--- config.mk ---
export PLATFORM = sky130hd
export DESIGN_NAME = maquina_coerencia_mesi
export DESIGN_NICKNAME = d
export VERILOG_FILES = /design/src/rtl/maquina_coerencia_mesi.sv
export SDC_FILE = /design/constraint.sdc
export NUM_CORES = 1
export LEC_CHECK = 0
export ABC_AREA = 0
export CAP_MARGIN = 20
export CORE_MARGIN = 2
export CORE_UTILIZATION = 46
export CTS_BUF_LIST = sky130_fd_sc_hd__clkbuf_8
export DETAILED_ROUTE_END_ITERATION = 8
export PLACE_DENSITY = 0.79
export SYNTH_ARGS = -nofsm -noshare
export SYNTH_HDL_FRONTEND = slang
export SYNTH_SLANG_ARGS = --single-unit
--- constraint.sdc ---
create_clock -name clock -period 4.1 [get_ports clock]
set_input_delay 0.82 -clock clock [delete_from_list [all_inputs] [get_ports clock]]
set_output_delay 0.82 -clock clock [all_outputs]
set_load 0.02 [all_outputs]
--- src/rtl/maquina_coerencia_mesi.sv ---
// MESI state table for NUM_LINHAS lines of one cache: serves processor requests
// over a request/grant snooping bus and applies snooped messages to the same table.
//
// state    | meaning
// OCIOSO   | idle: evaluates processor requests and accepts snoops
// WB_CPU   | writing back an M line before a local miss goes to the bus
// PEDE     | bus requested; message issued and line updated in the grant cycle
// WB_SNOOP | writing back an M line hit by a snoop; then resumes the saved state
module maquina_coerencia_mesi #(
  parameter int NUM_LINHAS = 4,
  parameter int IDX_W      = 2
) (
  input  logic             clock,
  input  logic             reset_n,
  input  logic             cpu_valid,
  input  logic [2:0]       cpu_op,
  input  logic [IDX_W-1:0] cpu_idx,
  output logic             cpu_ready,
  output logic             bus_req,
  input  logic             bus_gnt,
  output logic [1:0]       bus_msg,
  output logic [IDX_W-1:0] bus_idx,
  input  logic             bus_compartilhado,
  input  logic             snoop_valid,
  input  logic [1:0]       snoop_msg,
  input  logic [IDX_W-1:0] snoop_idx,
  output logic             snoop_ready,
  output logic             snoop_compartilhado,
  output logic             writeBack,
  output logic [IDX_W-1:0] wb_idx,
  input  logic             wb_ready,
  input  logic [IDX_W-1:0] dbg_idx,
  output logic [1:0]       dbg_estado
);

  typedef enum logic [1:0] {OCIOSO, WB_CPU, PEDE, WB_SNOOP} fsm_t;

  localparam logic [1:0] ST_I = 2'b00, ST_M = 2'b01, ST_S = 2'b10, ST_E = 2'b11;
  localparam logic [1:0] MSG_INV = 2'b00, MSG_RM = 2'b01, MSG_WM = 2'b10, MSG_NONE = 2'b11;
  localparam logic [2:0] OP_RH = 3'b000, OP_RM = 3'b001, OP_WH = 3'b010, OP_WM = 3'b011;

  fsm_t             fsm, fsm_nxt, fsm_ret, ret_nxt;
  logic [1:0]       estado [NUM_LINHAS];
  logic [1:0]       estado_nxt [NUM_LINHAS];
  logic [IDX_W-1:0] req_idx, req_idx_nxt, snp_idx, snp_idx_nxt;
  logic             req_wr, req_wr_nxt, req_inv, req_inv_nxt;
  logic [1:0]       snp_new, snp_new_nxt;
  logic             cpu_ready_r, rdy_nxt, snoop_ready_r, snoop_ready_nxt;
  logic [1:0]       snp_cur, snp_tgt, cpu_cur, st_gnt;
  logic [2:0]       op_eff;
  logic             snp_acc, snp_wb;

  function automatic logic [1:0] snoop_alvo(input logic [1:0] st, input logic [1:0] msg);
    snoop_alvo = st;
    if (msg == MSG_RM) begin
      if (st == ST_M || st == ST_E) snoop_alvo = ST_S;
    end else if (msg != MSG_NONE) begin
      snoop_alvo = ST_I;
    end
  endfunction

  always_ff @(posedge clock or negedge reset_n) begin
    if (!reset_n) begin
      fsm           <= OCIOSO;
      fsm_ret       <= OCIOSO;
      for (int i = 0; i < NUM_LINHAS; i++) estado[i] <= ST_I;
      req_idx       <= '0;
      req_wr        <= 1'b0;
      req_inv       <= 1'b0;
      snp_idx       <= '0;
      snp_new       <= ST_I;
      cpu_ready_r   <= 1'b0;
      snoop_ready_r <= 1'b0;
    end else begin
      fsm           <= fsm_nxt;
      fsm_ret       <= ret_nxt;
      estado        <= estado_nxt;
      req_idx       <= req_idx_nxt;
      req_wr        <= req_wr_nxt;
      req_inv       <= req_inv_nxt;
      snp_idx       <= snp_idx_nxt;
      snp_new       <= snp_new_nxt;
      cpu_ready_r   <= rdy_nxt;
      snoop_ready_r <= snoop_ready_nxt;
    end
  end

  always_comb begin
    fsm_nxt     = fsm;
    ret_nxt     = fsm_ret;
    estado_nxt  = estado;
    req_idx_nxt = req_idx;
    req_wr_nxt  = req_wr;
    req_inv_nxt = req_inv;
    snp_idx_nxt = snp_idx;
    snp_new_nxt = snp_new;
    rdy_nxt     = 1'b0;
    bus_msg     = MSG_NONE;
    bus_idx     = '0;
    st_gnt      = estado[req_idx];

    // A snoop on the line being completed in this grant cycle is superseded by the local update.
    snp_cur = estado[snoop_idx];
    snp_tgt = snoop_alvo(snp_cur, snoop_msg);
    snp_acc = snoop_valid && snoop_ready_r && (snoop_msg != MSG_NONE) &&
              !(fsm == PEDE && bus_gnt && snoop_idx == req_idx);
    snp_wb  = snp_acc && (snp_cur == ST_M);
    if (snp_acc && !snp_wb) estado_nxt[snoop_idx] = snp_tgt;

    cpu_cur = estado[cpu_idx];
    op_eff  = cpu_op;
    if (cpu_cur == ST_I && cpu_op == OP_RH) op_eff = OP_RM;
    if (cpu_cur == ST_I && cpu_op == OP_WH) op_eff = OP_WM;

    case (fsm)
      OCIOSO: begin
        if (cpu_valid && !cpu_ready_r && !snp_wb) begin
          req_idx_nxt = cpu_idx;
          case (op_eff)
            OP_RH: rdy_nxt = 1'b1;
            OP_WH: begin
              if (cpu_cur == ST_S) begin
                req_wr_nxt  = 1'b1;
                req_inv_nxt = 1'b1;
                fsm_nxt     = PEDE;
              end else begin
                if (cpu_cur == ST_E) estado_nxt[cpu_idx] = ST_M;
                rdy_nxt = 1'b1;
              end
            end
            OP_RM, OP_WM: begin
              req_wr_nxt  = (op_eff == OP_WM);
              req_inv_nxt = 1'b0;
              fsm_nxt     = (cpu_cur == ST_M) ? WB_CPU : PEDE;
            end
            default: rdy_nxt = 1'b1;
          endcase
        end
      end
      WB_CPU: if (wb_ready) fsm_nxt = PEDE;
      PEDE: begin
        if (bus_gnt) begin
          bus_idx = req_idx;
          if (!req_wr) begin
            bus_msg                = MSG_RM;
            estado_nxt[req_idx]    = bus_compartilhado ? ST_S : ST_E;
          end else begin
            bus_msg                = (req_inv && st_gnt == ST_S) ? MSG_INV : MSG_WM;
            estado_nxt[req_idx]    = ST_M;
          end
          rdy_nxt = 1'b1;
          fsm_nxt = OCIOSO;
        end
      end
      WB_SNOOP: begin
        if (wb_ready) begin
          estado_nxt[snp_idx] = snp_new;
          fsm_nxt             = fsm_ret;
        end
      end
      default: fsm_nxt = OCIOSO;
    endcase

    if (snp_wb) begin
      snp_idx_nxt = snoop_idx;
      snp_new_nxt = snp_tgt;
      ret_nxt     = fsm_nxt;
      fsm_nxt     = WB_SNOOP;
    end
    snoop_ready_nxt = (fsm_nxt == OCIOSO) || (fsm_nxt == PEDE);
  end

  assign cpu_ready           = cpu_ready_r;
  assign snoop_ready         = snoop_ready_r;
  assign bus_req             = (fsm == PEDE);
  assign writeBack           = (fsm == WB_CPU) || (fsm == WB_SNOOP);
  assign wb_idx              = (fsm == WB_SNOOP) ? snp_idx : req_idx;
  assign snoop_compartilhado = (estado[snoop_idx] != ST_I);
  assign dbg_estado          = estado[dbg_idx];

endmodule

==> reports/summary.txt <==
Lkg Pwr: 0.799 nW
Simple-gate area share of the yosys netlist: 27.7%
Post-Route Setup TNS: 0 ps
H-tree Lvls: 1
Rel. slew slack: 56.5%
Critical path cell sequence: clkdlybuf4s50_1 > mux4_2 > or2_2 > clkdlybuf4s50_1
Cells after Synth: 192
Core Region: 3720 µm²
Post-CTS Resized: 0
Global-route wire length before repair: 8300 µm
Cell family contributing the most delay on the critical path: buffers and inverters
Initial core utilization: 48.6%
Reg2reg end: snoop_ready$_DFF_PN0_
R2R cell count: 5
Worst Path Buf+Inv: 2
Syn nets: 210
F_max: 0.274 GHz
WP data required: 3280 ps
Post-layout minimum cycle time: 3640 ps
Crit. Startpoint: snoop_idx[0]
Top fanout value on the critical path: 5
Netlist cell types: 51
Setup Skew: 4.17 ps
Most common cell after layout, fill and taps aside: clkdlybuf4s50_1
Async S/R FF share, synth: 100%
Post-synthesis xor/xnor area fraction: 0.970%
Die width: 66.7 µm
Total CTS buffers: 3
Adder-cell area share of the yosys netlist: 0%
# fillers: 336
Layout cells sized above 1: 12.1%
Crit path max-delay cell type: mux4_2
Routed Wire Length: 4990 µm
CP Capture Point: snoop_compartilhado
Status: completed
Antenna cells: 0
Crit path launch type: input pin
Clk sink count: 22
Warnings, synthesis: 0
Post-CTS setup buffer count: 0
Nets@finish: 234
WP data arrival: 2820 ps
Worst hold path class: flip-flop to flip-flop
Pins Over Slew Limit: 0
Footprint of the multi-input gates: 1160 µm²
RSZ-0062 raised after global routing: false
Area growth from synthesis to layout: 20.4%
VDD IR max: 0.000444 V
Initial DRT Pass Iterations: 4
Worst Setup Path Type: input pin to primary output
Post-synthesis mux area share: 14.8%
Largest stage delay on the critical path: 600 ps
Post-synth EDFFs: 0
Vias post-DR: 1648
Hold path start: fsm_ret[1]$_DFFE_PN0P_
FF-to-FF Start: fsm[1]$_DFF_PN0_
Clock slew at reported path FFs: 80 ps
CP Depth: 4
Skew-Pair Late Insertion Delay: 260 ps
Synth Area per Inst: 9.41 µm²
WL/cell: 19.0 µm
IO Count: 31
Register Area: 551 µm²
DRC errors left: 0
Die Span Y: 66.7 µm
Row count: 22
Root buffer cell: clkbuf_8
Most used cell, CP: clkdlybuf4s50_1
Post-synth top flop: dfrtp_1
Most frequent cells in the layout: 30 x clkdlybuf4s50_1, 24 x nand2_1, 22 x dfrtp_1
#FFs+latches synth: 22
GRT Total Usage: 24.7%
CTS hold repair buffers: 0
Area of the die: 4440 µm²
Max-Cap Viols: 0
Largest net degree at the start of global routing: 23
Compound-gate portion of the synthesized area: 21.0%
RD Place Congestion: 0.940
Final Hold Vio Count: 0
Starting DRT DRC Count: 176
Dpl hpwl: 3670 µm
Via density per instance: 6.29
Clock Path Buffers: 2
Number of port buffers: 30
Detail Route Antenna Nets: 0
CTS tree: done
R2r setup slk: 1480 ps
Setup crit end kind: primary output
Mapped Area: 1810 µm²
Largest family of logic cells by synthesized area: simple AND/OR/NAND/NOR gates
Initial antenna violation count: 0
Setup violations, final: 0
Overflow after GRT: 0
Pin slew with the least headroom to its limit: 652 ps
Hold_ws: 506 ps
Vias in the first global route: 1625
Post-synthesis sequential area ratio: 30.5%
Power density cells: 616 nW/µm²
Period utilisation layout: 88.9%
power by group:
group	internal (mW)	leakage, nW	switching (mW)
combinational	0.347	0.501	0.390
sequential	0.302	0.277	0.164
clock	0.0657	0.0216	0.0717
total	0.714	0.799	0.626
worst register-to-register path, cell delays in order (launching register included):
cell and delay (ps):
dfrtp_1 770, nor2b_1 590, nand4_1 310, nand3_4 260
nand3_2 200, o311a_1 380
logic make-up after synthesis:
kind of cell	Yosys count
buffers and inverters	19
AND/OR/NAND/NOR	78
multiplexers	18
flip-flops	22
XOR/XNOR	2
AO/OA/AOI/OAI	53
worst min-delay path by stage:
stage | endpoint | slack (ps) | cells after the start
floorplan | fsm_ret[1]$_DFFE_PN0P_ | 460 | 2
global placement | fsm_ret[1]$_DFFE_PN0P_ | 470 | 2
detailed placement | fsm_ret[1]$_DFFE_PN0P_ | 490 | 2
CTS | fsm_ret[1]$_DFFE_PN0P_ | 500 | 2
global route | fsm_ret[1]$_DFFE_PN0P_ | 530 | 2
finish | fsm_ret[1]$_DFFE_PN0P_ | 510 | 2
routing by layer:
metal,wire length [µm],part of all wire (%),global-route usage [%]
met1,2320,47,34.4
met2,2280,46,39.9
met3,349,7.0,4.39
met4,34,0.68,5.36
met5,0,0,0
flip-flops by register name, summed over array words and instances (netlist names):
register,flops
req_idx,2
fsm,2
snp_new,2
req_wr,1
estado,8
fsm_ret,2
snp_idx,2
snoop_ready,1
req_inv,1
cpu_ready,1
cell type report:
type                            instances  share of cell area [%]
Tap cell                               48                    2.76
Sequential cell                        22                    25.3
Multi-Input combinational cell        151                    53.6
Timing Repair Buffer                   32                    15.4
Inverter                                6                    1.04
Clock buffer                            3                    1.90
synth_stat cells, types with 2 or more instances:
library cell,n,area [µm²]
a21o_1,2,15.0
a21oi_1,2,10.0
a32oi_1,4,35.0
and3_1,4,25.0
and3b_1,2,17.5
buf_2,4,20.0
buf_6,2,22.5
clkbuf_1,7,26.3
dfrtp_1,22,551
inv_1,6,22.5
mux2_1,4,45.0
mux2_2,2,22.5
mux2i_1,5,50.1
mux4_2,6,135
nand2_1,24,90.1
nand2b_1,6,37.5
nand3_1,4,20.0
nand3b_1,11,82.6
nand4_1,2,12.5
nor2_1,4,15.0
nor2b_1,2,12.5
nor3b_1,3,22.5
nor4_2,3,37.5
o211ai_1,3,22.5
o21ai_0,12,60.1
o21ai_1,5,25.0
o22ai_1,12,75.1
o311ai_0,2,17.5
o311ai_1,3,26.3
or3b_1,2,17.5
xnor2_1,2,17.5
stage by stage:
stage | util, % | cell area [µm²] | worst slack, ps | cells | total power, mW
2_1_floorplan | - | 1810 | 1430 | 192 | 0.940
3_3_place_gp | 56.7 | 2110 | 488 | 258 | 1.18
3_5_place_dp | 56.7 | 2110 | 465 | 258 | 1.19
4_1_cts | 57.8 | 2150 | 448 | 261 | 1.33
5_1_grt | 58.5 | 2170 | 394 | 262 | 1.44
6_report | 58.5 | 2170 | 455 | 262 | 1.34
No activity file was read; power rests on OpenSTA's default activity.
